===== src/rtl/hazard_pkg.sv =====
// Shared types for the pipeline forwarding/hazard controller: bypass select codes,
// controller states and the hard-wired zero register index.
package hazard_pkg;

  typedef enum logic [1:0] {
    FWD_RF   = 2'b00,
    FWD_WB   = 2'b01,
    FWD_MEM  = 2'b10,
    FWD_HOLD = 2'b11
  } fwd_sel_e;

  typedef enum logic [1:0] {
    RUN      = 2'b00,
    LU_STALL = 2'b01,
    MEM_WAIT = 2'b10
  } haz_state_e;

  localparam int REG_ZERO = 0;

endpackage


===== src/rtl/hazard_fwd_cmp.sv =====
// One EX source port's bypass priority compare: MEM over WB over hold register over regfile.
module hazard_fwd_cmp
  import hazard_pkg::*;
#(
  parameter int AW = 5
) (
  input  logic [AW-1:0] rs,
  input  logic [AW-1:0] mem_rd,
  input  logic          mem_regwrite,
  input  logic [AW-1:0] wb_rd,
  input  logic          wb_regwrite,
  input  logic          hold_valid,
  input  logic [AW-1:0] hold_rd,
  output logic [1:0]    sel
);

  logic     rs_live_s;
  fwd_sel_e sel_s;

  assign rs_live_s = (rs != AW'(REG_ZERO));

  // Youngest in-flight producer of the register wins
  always_comb begin
    sel_s = FWD_RF;
    if (rs_live_s && mem_regwrite && (mem_rd == rs)) begin
      sel_s = FWD_MEM;
    end else if (rs_live_s && wb_regwrite && (wb_rd == rs)) begin
      sel_s = FWD_WB;
    end else if (rs_live_s && hold_valid && (hold_rd == rs)) begin
      sel_s = FWD_HOLD;
    end else begin
      sel_s = FWD_RF;
    end
  end

  assign sel = sel_s;

endmodule


===== src/rtl/hazard_fwd_ctrl.sv =====
// Forwarding + hazard controller for the 5-stage RV32 pipeline.
// Optional HAZARD_PERF_CNT_EN adds stall/forward cycle counters.
module hazard_fwd_ctrl
  import hazard_pkg::*;
#(
  parameter int NUM_RS   = 2,
  parameter int AW       = 5,
  parameter int LOAD_LAT = 1
) (
  input  logic                 clk,
  input  logic                 rst,
  input  logic [NUM_RS*AW-1:0] id_rs,
  input  logic [NUM_RS-1:0]    id_rs_used,
  input  logic [NUM_RS*AW-1:0] ex_rs,
  input  logic [AW-1:0]        ex_rd,
  input  logic                 ex_regwrite,
  input  logic                 ex_memread,
  input  logic [AW-1:0]        mem_rd,
  input  logic                 mem_regwrite,
  input  logic                 mem_memread,
  input  logic                 mem_memwrite,
  input  logic [AW-1:0]        mem_rs2,
  input  logic                 mem_ready,
  input  logic [AW-1:0]        wb_rd,
  input  logic                 wb_regwrite,
  output logic [NUM_RS*2-1:0]  fwd_sel,
  output logic                 store_fwd,
  output logic                 hold_we,
  output logic                 stall_if,
  output logic                 stall_id,
  output logic                 stall_ex,
  output logic                 stall_mem,
  output logic                 bubble_ex,
  output logic                 bubble_wb
`ifdef HAZARD_PERF_CNT_EN
  ,
  output logic [31:0]          perf_stall_cnt,
  output logic [31:0]          perf_fwd_cnt
`endif
);

  localparam logic [2:0] LU_RELOAD = 3'(LOAD_LAT > 1 ? LOAD_LAT - 2 : 0);

  haz_state_e           state_r, state_nxt_s, ret_state_r, ret_state_nxt_s;
  logic [2:0]           lu_cnt_r, lu_cnt_nxt_s;
  logic                 hold_valid_r;
  logic [AW-1:0]        hold_rd_r;
  logic [NUM_RS*2-1:0]  fwd_raw_s;
  logic                 rs_hit_s, lu_hazard_s, mem_wait_s;
  logic                 stall_if_s, stall_id_s, stall_ex_s, stall_mem_s, bubble_ex_s, bubble_wb_s;

  for (genvar i = 0; i < NUM_RS; i++) begin : g_cmp
    hazard_fwd_cmp #(.AW(AW)) u_cmp (
      .rs          (ex_rs[i*AW +: AW]),
      .mem_rd      (mem_rd),
      .mem_regwrite(mem_regwrite),
      .wb_rd       (wb_rd),
      .wb_regwrite (wb_regwrite),
      .hold_valid  (hold_valid_r),
      .hold_rd     (hold_rd_r),
      .sel         (fwd_raw_s[i*2 +: 2])
    );
  end

  // Does any used ID source read the register the EX load is producing
  always_comb begin
    rs_hit_s = 1'b0;
    for (int i = 0; i < NUM_RS; i++) begin
      if (id_rs_used[i] && (id_rs[i*AW +: AW] == ex_rd)) begin
        rs_hit_s = 1'b1;
      end else begin
        rs_hit_s = rs_hit_s;
      end
    end
  end

  assign lu_hazard_s = ex_memread && ex_regwrite && (ex_rd != AW'(REG_ZERO)) && rs_hit_s;
  assign mem_wait_s  = (mem_memread || mem_memwrite) && !mem_ready;

  // Stall controller next state and stage controls
  always_comb begin
    state_nxt_s     = state_r;
    ret_state_nxt_s = ret_state_r;
    lu_cnt_nxt_s    = lu_cnt_r;
    stall_if_s      = 1'b0;
    stall_id_s      = 1'b0;
    stall_ex_s      = 1'b0;
    stall_mem_s     = 1'b0;
    bubble_ex_s     = 1'b0;
    bubble_wb_s     = 1'b0;
    case (state_r)
      RUN: begin
        if (mem_wait_s) begin
          state_nxt_s     = MEM_WAIT;
          ret_state_nxt_s = RUN;
        end else if (lu_hazard_s) begin
          stall_if_s  = 1'b1;
          stall_id_s  = 1'b1;
          bubble_ex_s = 1'b1;
          if (LOAD_LAT > 1) begin
            state_nxt_s  = LU_STALL;
            lu_cnt_nxt_s = LU_RELOAD;
          end else begin
            state_nxt_s = RUN;
          end
        end else begin
          state_nxt_s = RUN;
        end
      end
      LU_STALL: begin
        stall_if_s  = 1'b1;
        stall_id_s  = 1'b1;
        bubble_ex_s = 1'b1;
        // A memory wait freezes the remaining bubble count until it resolves
        if (mem_wait_s) begin
          state_nxt_s     = MEM_WAIT;
          ret_state_nxt_s = LU_STALL;
        end else if (lu_cnt_r == 3'd0) begin
          state_nxt_s = RUN;
        end else begin
          lu_cnt_nxt_s = lu_cnt_r - 3'd1;
        end
      end
      MEM_WAIT: begin
        stall_if_s  = 1'b1;
        stall_id_s  = 1'b1;
        stall_ex_s  = 1'b1;
        stall_mem_s = 1'b1;
        bubble_wb_s = 1'b1;
        if (mem_ready) begin
          state_nxt_s = ret_state_r;
        end else begin
          state_nxt_s = MEM_WAIT;
        end
      end
      default: begin
        state_nxt_s     = RUN;
        ret_state_nxt_s = RUN;
        lu_cnt_nxt_s    = 3'd0;
      end
    endcase
  end

  // Controller state registers
  always_ff @(posedge clk or posedge rst) begin
    if (rst) begin
      state_r     <= RUN;
      ret_state_r <= RUN;
      lu_cnt_r    <= 3'd0;
    end else begin
      state_r     <= state_nxt_s;
      ret_state_r <= ret_state_nxt_s;
      lu_cnt_r    <= lu_cnt_nxt_s;
    end
  end

  assign stall_if  = !rst && stall_if_s;
  assign stall_id  = !rst && stall_id_s;
  assign stall_ex  = !rst && stall_ex_s;
  assign stall_mem = !rst && stall_mem_s;
  assign bubble_ex = !rst && bubble_ex_s;
  assign bubble_wb = !rst && bubble_wb_s;
  assign hold_we   = !rst && stall_ex_s && wb_regwrite && (wb_rd != AW'(REG_ZERO));
  assign store_fwd = !rst && wb_regwrite && mem_memwrite && (wb_rd == mem_rs2)
                     && (mem_rs2 != AW'(REG_ZERO));
  assign fwd_sel   = rst ? '0 : fwd_raw_s;

  // Retired write held while EX is frozen, dropped once EX moves again
  always_ff @(posedge clk or posedge rst) begin
    if (rst) begin
      hold_valid_r <= 1'b0;
      hold_rd_r    <= '0;
    end else if (hold_we) begin
      hold_valid_r <= 1'b1;
      hold_rd_r    <= wb_rd;
    end else if (!stall_ex) begin
      hold_valid_r <= 1'b0;
    end else begin
      hold_valid_r <= hold_valid_r;
    end
  end

`ifdef HAZARD_PERF_CNT_EN
  // Free-running cycle counters, wrapping at 2^32
  always_ff @(posedge clk or posedge rst) begin
    if (rst) begin
      perf_stall_cnt <= 32'd0;
      perf_fwd_cnt   <= 32'd0;
    end else begin
      perf_stall_cnt <= perf_stall_cnt + {31'd0, stall_if};
      perf_fwd_cnt   <= perf_fwd_cnt + {31'd0, (|fwd_sel)};
    end
  end
`endif

endmodule


===== config.mk =====
export PLATFORM = sky130hd
export DESIGN_NAME = hazard_fwd_ctrl
export DESIGN_NICKNAME = d
export VERILOG_FILES = /design/src/rtl/hazard_pkg.sv /design/src/rtl/hazard_fwd_cmp.sv /design/src/rtl/hazard_fwd_ctrl.sv
export SDC_FILE = /design/constraint.sdc
export NUM_CORES = 1
export LEC_CHECK = 0
export ABC_AREA = 1
export CAP_MARGIN = 30
export CORE_MARGIN = 5
export CORE_UTILIZATION = 40
export CTS_BUF_LIST = sky130_fd_sc_hd__clkbuf_16
export DETAILED_ROUTE_END_ITERATION = 16
export PLACE_DENSITY = 0.72
export SLEW_MARGIN = 20
export SYNTH_ARGS = -nofsm -noshare
export SYNTH_HDL_FRONTEND = slang
export SYNTH_HIERARCHICAL = 1
export SYNTH_SLANG_ARGS = --single-unit

===== constraint.sdc =====
create_clock -name clk -period 1.3 [get_ports clk]
set_input_delay 0.26 -clock clk [delete_from_list [all_inputs] [get_ports clk]]
set_output_delay 0.26 -clock clk [all_outputs]
set_load 0.01 [all_outputs]

==> metrics.md <==
| Metric | Value |
|---|---|
| Status | `complete, but fails checks` |
| Violated checks | `negative setup slack` |
| Total global-route track usage | `0.203` |
| Hold buffer count at cts | `0` |
| Maxcap violations | `0` |
| WP data required | `1.04 ns` |
| Pleak | `0.00168 uW` |
| Initial DRC Count | `152` |
| Buffers on Ports | `62` |
| Vias in the first global route | `2076` |
| Actual slew at the worst max-slew pin | `0.288 ns` |
| CTS sink cnt | `12` |
| Max-slew headroom | `0.806` |
| ANT cells | `0` |
| Worst setup EP type | `primary output` |
| Initial Util | `0.422` |
| # fillers | `356` |
| Non-Filler Instances | `481` |
| Layout Utilization | `0.724` |
| Vias per cell | `4.65` |
| Crit Path Max Fanout | `3` |
| Drt total wl | `5850 um` |
| Unrepaired setup endpoints after global routing | `true` |
| Total number of vias | `2239` |
| Largest buffer count on any clock path | `2` |
| Hold/Removal Path Class | `in2async` |
| Dpl hpwl | `4330 um` |
| YS warnings | `6` |
| Nets | `490` |
| Clk root buf | `clkbuf_16` |
| Startpoint Class | `register` |
| DRC | `0` |
| FF+latch area | `304 um^2` |
| Comb pwr share | `0.476` |
| Power Density | `694 nW/um^2` |
| CTS buffer count | `3` |
| Sw frac | `0.357` |
| Die Footprint | `5720 um^2` |
| Worst setup path startpoint | `state_r[0]$_DFFE_PP0P_` |
| Overall power | `2050 uW` |
| Final worst-path cycle share | `1.37` |
| Synth Instances | `328` |
| Final setup vio count | `23` |
| Post-Place Cells | `466` |
| TritonCTS clock tree | `done` |
| Mux share of post-synthesis cell area | `0` |
| Synth Area in Adders | `0.0436` |
| Synth cell types | `24` |
| Sequential area share after synthesis | `0.174` |
| Arrival time worst endpoint | `1.52 ns` |
| XOR/XNOR Fraction of Synth Area | `0.0203` |
| Syn Area/Cell | `5.25 um^2` |
| Row cnt | `23` |
| Worst VDD drop | `0.406 mV` |
| Simple-gate share of the synthesized area | `0.495` |
| Internal power | `1320 uW` |
| Max frequency | `562 MHz` |
| GR Overflow Total | `0` |
| Final GP Congestion | `0.925` |
| Clock Skew | `0.00146 ns` |
| Die width | `75.6 um` |
| First-pass GRT wire length | `9050 um` |
| Mapped Area | `1720 um^2` |
| Most frequent cells in the layout | `116 x nand2_1, 47 x inv_1, 42 x nor2_1` |
| Drt wl/cell | `12.2 um` |
| DR pass1 iterations | `4` |
| Synth Area in Compound Gates | `0.0930` |
| Post-synthesis register bit count | `12` |
| IO Count | `63` |
| Final Hold Fails | `0` |
| Dpl ws | `-1.10 ns` |
| Area taken by multi-input logic gates | `1300 um^2` |
| Main combinational cell family by area after synthesis | `simple AND/OR/NAND/NOR gates` |
| Min Tclk post-route | `1.78 ns` |
| Layout cells sized above 1 | `0.339` |
| Worst-Skew Late Latency | `0.24 ns` |
| Fin. max-slew vios | `0` |
| Largest net degree at the start of global routing | `11` |
| Routed Antenna Nets | `0` |
| Area grow syn2layout | `71.6%` |
| Initial antenna violation count | `0` |
| Psw | `732 uW` |
| Clock share of power | `0.271` |
| Synth Net Count | `385` |
| Vert. Die Dim | `75.6 um` |
| Sequential Power Share | `0.253` |
| Worst-path clk slew | `0.04 ns` |
| RR Startpoint | `state_r[0]$_DFFE_PP0P_` |
| H-Tree Depth | `1` |
| CP Class | `reg2out` |
| Leading cell type in the layout, fill and taps excluded | `nand2_1` |
| Core area | `4090 um^2` |
| Fin worst setup slack | `-0.478 ns` |
-- metal layers --
| metal | GRT usage | share of wire | vias to the layer above |
|---|---|---|---|
| met5 | 0 | 0 | - |
| met4 | 0.0583 | 0.012 | 0 |
| met3 | 0.0303 | 0.071 | 8 |
| met2 | 0.325 | 0.48 | 74 |
| met1 | 0.283 | 0.44 | 967 |
| li1 | - | - | 1190 |
-- what timing repair did --
action                                  CTS  global route
gates resized for setup                 168            35
pin swaps                                28            15
setup buffers                             5             9
cloned                                    0             1
endpoints found under the setup margin   23            22
-- path summary, 6_finish.rpt --
path                                       endpoint  slack [ns]  cells after the start
setup / recovery                            hold_we       -0.48                      9
hold / removal               state_r[0]$_DFFE_PP0P_        0.08                      3
setup reg to reg            lu_cnt_r[2]$_DFFE_PP0P_       -0.34                     12
hold reg to reg             lu_cnt_r[0]$_DFFE_PP0P_        0.50                      1
max in group asynchronous  hold_rd_r[0]$_DFFE_PP0P_        1.02                      3
min in group clk           hold_rd_r[2]$_DFFE_PP0P_        0.35                      4
-- kinds of logic (layout without fill, tap and decap cells) --
family / count (synthesis) / count (layout)
compound gates: 26 / 26
xor+xnor: 4 / 4
fa+ha+maj: 6 / 6
buf+inv: 75 / 178
flops: 12 / 12
simple gates: 205 / 205
-- sequential cells by signal (all words and copies together), names as in the netlist --
signal / count
hold_rd_r: 5
lu_cnt_r: 3
hold_valid_r: 1
ret_state_r: 1
state_r: 2
-- power groups by stage --
stage	combinational [uW]	sequential (uW)	clock, uW
floorplan	440	474	0
global placement	815	505	0
detailed placement	830	504	0
CTS	877	502	560
global route	1090	526	590
finish	977	519	555
-- critical path, stage by stage, from the launching register on --
cell,delay (ns)
dfrtp_1,0.38
inv_2,0.12
buf_6,0.11
buf_6,0.08
ha_4,0.14
nand2_4,0.06
nor2_4,0.13
nand2_4,0.09
inv_2,0.06
buf_6,0.09
-- through the flow --
step	hold WS [ns]	instance area (um^2)	setup TNS [ns]
floorplan	0.0756	1740	-0.391
CTS	0.0690	2790	-3.84
detailed placement	0.476	2620	-14.42
global route	0.0840	2960	-9.02
finish	0.0826	2960	-7.11
global placement	0.475	2620	-14.01
-- Yosys cell counts --
master / number / share of area
a21oi_1: 4 / 0.012
a221oi_1: 1 / 0.0051
and2_4: 1 / 0.0051
buf_4: 3 / 0.013
buf_6: 1 / 0.0065
dfrtp_1: 12 / 0.17
ha_1: 6 / 0.044
inv_1: 55 / 0.12
inv_2: 16 / 0.035
nand2_1: 124 / 0.27
nand2_2: 2 / 0.0073
nand2_4: 1 / 0.0065
nand3_1: 10 / 0.029
nand3_2: 2 / 0.012
nand4_1: 3 / 0.011
nor2_1: 47 / 0.10
nor2_2: 9 / 0.033
nor3_1: 4 / 0.012
o21ai_0: 2 / 0.0058
o21ai_1: 10 / 0.029
o21ai_2: 6 / 0.031
o22ai_1: 3 / 0.011
or2_1: 2 / 0.0073
xor2_1: 4 / 0.020
-- area by class of cell --
type                    count  share of cell area
clock buffers               3              0.0254
multi-input cells         241               0.438
repair buffers            104               0.320
inverters                  71              0.0927
flip-flops and latches     12               0.103
well taps                  50              0.0212
Note: power is estimated with default switching activity, not from simulation.
==> RTL edit 1 (config.mk and constraints unchanged) <==
Build with the macro `HAZARD_PERF_CNT_EN` defined.
--- a/src/rtl/hazard_fwd_ctrl.sv
+++ b/src/rtl/hazard_fwd_ctrl.sv
@@ -1,4 +1,6 @@
 // Forwarding + hazard controller for the 5-stage RV32 pipeline.
 // Optional HAZARD_PERF_CNT_EN adds stall/forward cycle counters.
+`define HAZARD_PERF_CNT_EN
+
 module hazard_fwd_ctrl
   import hazard_pkg::*;
Function (old outputs only; new: perf_fwd_cnt and perf_stall_cnt): kept (Yosys induction, for registers that start in step).
==> RTL edit 1 against the original RTL <==
- the run still ends with setup timing left
- sequential cell count increased by 64
- final area increased to 3.0 times the old value
- critical path type is now reg -> reg
- total power rose to 3.4 times the old value
- routed wire length grew to 2.8 times the old value
- die area grew to 2.6 times the old value
- area after synthesis rose to 2.9 times the old value
- largest power group is now sequential cells
- synthesized cell count grew 110%
- setup slack worse by 0.73 ns
==> RTL edit 1: results (changes against the original RTL) <==
fraction of layout cells with a size suffix above 1 39.1% (+5.2 points); Seq/Total Area, Yosys 38.0% (+21 points); metal2 WL 8.37 mm (+200%); fin worst setup slack -1.21 ns (-0.731 ns); largest net degree at the start of global routing 77 (+66); nets 1088 (+120%); run status finished, violations left; P_leak 4.64 nW (+180%); Post-Synthesis Cells 703 (+110%); Clk pwr share 34.7% (+7.6 points); violated checks setup timing; first-pass GRT wire length 25.4 mm (+180%); vias per inst 4.66 (about the same); crit-path max cell delay 0.42 ns (+0.04 ns); CTS clk-pin slew, worst paths 0.06 ns (+0.02 ns); power per cell area 802 nW/µm² (+16%); Adder-Cell Fraction of Synth Area 2.75% (-1.6 points); Area after DPL 7480 µm² (+190%); Setup Viol. Count Final 89 (+290%); Setup TNS -69.87 ns (-62.75 ns); met3 wire length 761 µm (+84%); Hold Slack 0.275 ns (+0.193 ns); placed wire-length estimate 11.3 mm (+160%); worst relative slew slack 69.3% (-11 points); Mapped Nets 765 (+99%)
==> RTL edit 1: cell count changes after synthesis, moves of 9 or more <==
cell | before | now
nand2_1 | 124 | 227
dfrtp_1 | 12 | 76
nor2_1 | 47 | 97
inv_1 | 55 | 97
xor2_1 | 4 | 34
xnor2_1 | 0 | 23
nand4_1 | 3 | 15
nor3_1 | 4 | 15
o21ai_0 | 2 | 12
nand3_1 | 10 | 19
==> RTL edit 1: final cells by class <==
class | instances | share of cell area (%)
repair buffers | 317 | 31.4
clock buffers | 9 | 2.57
well taps | 168 | 2.39
multi-input cells | 517 | 36.5
inverters | 105 | 4.62
flip-flops and latches | 76 | 21.8
clock inverters | 7 | 0.670
==> RTL edit 1: what timing repair did <==
action	in CTS	in global routing
pin swaps	66	68
gates resized for setup	339	113
buffers inserted	65	30
setup endpoints to repair	227	113
gates cloned	1	0
==> RTL edit 1: worst min-delay path: stages <==
cell and delay (ns):
buf_6 0.09, buf_6 0.11, clkinvlp_4 0.08, buf_4 0.11, buf_4 0.39
==> RTL edit 2 (same settings) <==
Without the edit above. The 3 states of `haz_state_e` get a one-hot encoding in 3 bits.
--- a/src/rtl/hazard_pkg.sv
+++ b/src/rtl/hazard_pkg.sv
@@ -10,8 +10,8 @@
   } fwd_sel_e;
 
-  typedef enum logic [1:0] {
-    RUN      = 2'b00,
-    LU_STALL = 2'b01,
-    MEM_WAIT = 2'b10
+  typedef enum logic [2:0] {
+    RUN      = 3'b001,
+    LU_STALL = 3'b010,
+    MEM_WAIT = 3'b100
   } haz_state_e;
 
Function: same outputs for any inputs over 10 cycles, from zero or initial values and one cycle with rst high; not proved beyond that.
==> RTL edit 2 against the original RTL <==
- the run still ends with setup timing left
- final area increased by 3.4%
- routed wire length grew 9.8%
- sequential power increased by 47%
- clock power is 6.1% higher
- area after synthesis up 1.5%
- synthesized cell count up 0.30%
- sequential cell count increased by 2
- clock skew is 0.0033 ns higher
- global-route usage shrank 0.11 points
- setup slack worse by 0.10 ns
- total power is 59% higher
- die area grew 1.3%
- via count grew 5.6%
- maximum frequency is 5.5% lower
- critical endpoint is now fwd_sel[3]
- largest cell class unchanged
- largest power group unchanged
==> RTL edit 2: results (changes against the original RTL) <==
Critical Path AT 1.62 ns (+0.10 ns); Netlist cell types 29 (+21%); H-tree Lvls 1 (unchanged); placed wire-length estimate 4.42 mm (+2.1%); worst min path class in -> async; crit-path max FO 5 (+2); largest net degree at the start of global routing 15 (+4); Post-Synthesis Cells 329 (+0.30%); Syn. warnings 6 (unchanged); largest registers hold_rd_r x5, lu_cnt_r x3, state_r x3; post-place setup slack -1.16 ns (-0.0631 ns); placed cell count 473 (+1.5%); P_leak 1.72 nW (+2.3%); DR pass1 iterations 5 (+1); Synth area leaders nand2_1 (27%), dfrtp_1 (17%), inv_1 (13%); violated checks setup timing; overall routing resource usage 20.2% (-0.11 points); first-pass GRT wire length 10.1 mm (+11%); number of global-route vias before repair 2235 (+7.7%); DR iter-0 viols 243 (+60%); vias post-DR 2365 (+5.6%); post-route insts no fill 495 (+2.9%); clk_skew 0.00476 ns (+0.00330 ns); Seq/Total Area, Yosys 20.2% (+2.8 points); Setup Viol. Count Final 26 (+13%); Setup TNS -7.82 ns (-0.707 ns); synth cell count leaders nand2_1 (128), inv_1 (62), nor2_1 (45), dfrtp_1 (12), nand3_1 (11); Std-Cell Rows 24 (+4.3%); run status finished, violations left; CTS clk-pin slew, worst paths approximately 0.05 ns; fraction of layout cells with a size suffix above 1 34.2% (+0.29 points); Worst-Margin Slew 0.337 ns (+0.0491 ns); Peak VDD IR 0.701 mV (+73%); Reg2Reg Depth 9 (-3); Mapped Nets 382 (-0.78%); Area after DPL 2690 µm² (+2.5%); Routability Congestion 0.972 (+5.1%); fin worst setup slack -0.581 ns (-0.103 ns); DR WL/cell 13.0 µm (+6.7%)
## RTL edit 2: changes by cell type in the layout (fill, tap and decap cells not counted), moves of 3 or more
cell / change
buf_4: +10
clkdlybuf4s50_1: +8
dlygate4sd2_1: -10
dlymetal6s2s_1: +3
ha_4: -3
inv_1: +5
inv_2: -7
nor2_1: -3
## RTL edit 2: critical path, cell delays in order (launching register included)
cell and delay, ns:
dfrtp_1 0.42, inv_1 0.07, nand2_1 0.06, nand2_1 0.06, nor2_2 0.14, nand2_1 0.08
nor2_2 0.13, o21ai_1 0.11, nand2_1 0.07, inv_1 0.04, nor2_1 0.07, buf_2 0.13
## RTL edit 2: metal layers
metal | up-vias | global-route usage [%] | wire (µm)
met3 | 22 | 2.36 | 483
li1 | 1207 | - | -
met4 | 0 | 4.55 | 147
met2 | 111 | 33.6 | 3090
met1 | 1025 | 27.8 | 2700
met5 | - | 0 | 0
## RTL edit 2: area by class of cell
type,instances,area [µm²]
flip-flops and latches,14,354
diodes,1,2.50
multi-input cells,239,1250
repair buffers,114,1030
fillers,350,1240
inverters,71,278
clock inverters,1,3.75
clock buffers,3,75.1
well taps,52,65.1
## RTL edit 2: cells by family after synthesis
family / share of synthesized area, %
AND/OR/NAND/NOR: 50.7
buffers and inverters: 17.5
AO/OA/AOI/OAI: 8.23
flip-flops: 20.2
XOR/XNOR: 2.00
adder cells (fa/ha/maj): 1.43
## RTL edit 2: what timing repair did
action,in CTS,in global routing
gates resized for setup,161,30
buffers inserted,9,9
pin swaps,29,27
hold buffers,0,0
endpoints found under the hold margin,0,0
cloned,0,1
setup endpoints to repair,25,26
## RTL edit 2: worst paths after layout
path,from,to,slack [ns]
max in group asynchronous,rst,ret_state_r[0]$_DFFE_PP1P_,0.88
worst max-delay path,hold_rd_r[3]$_DFFE_PP0P_,fwd_sel[3],-0.58
worst min register to register,ret_state_r[0]$_DFFE_PP1P_,ret_state_r[0]$_DFFE_PP1P_,0.50
min in group clk,wb_rd[2],hold_rd_r[2]$_DFFE_PP0P_,0.45
worst min-delay path,rst,hold_rd_r[2]$_DFFE_PP0P_,0.18
worst max register to register,state_r[0]$_DFFE_PP1P_,lu_cnt_r[0]$_DFFE_PP0P_,-0.23
## RTL edit 2: where the power goes
part / total, W / internal, W / switching [W]
logic: 0.00191 / 0.000984 / 0.000923
clock network: 0.000589 / 0.000407 / 0.000182
registers: 0.000765 / 0.000599 / 0.000166
total: 0.00326 / 0.00199 / 0.00127
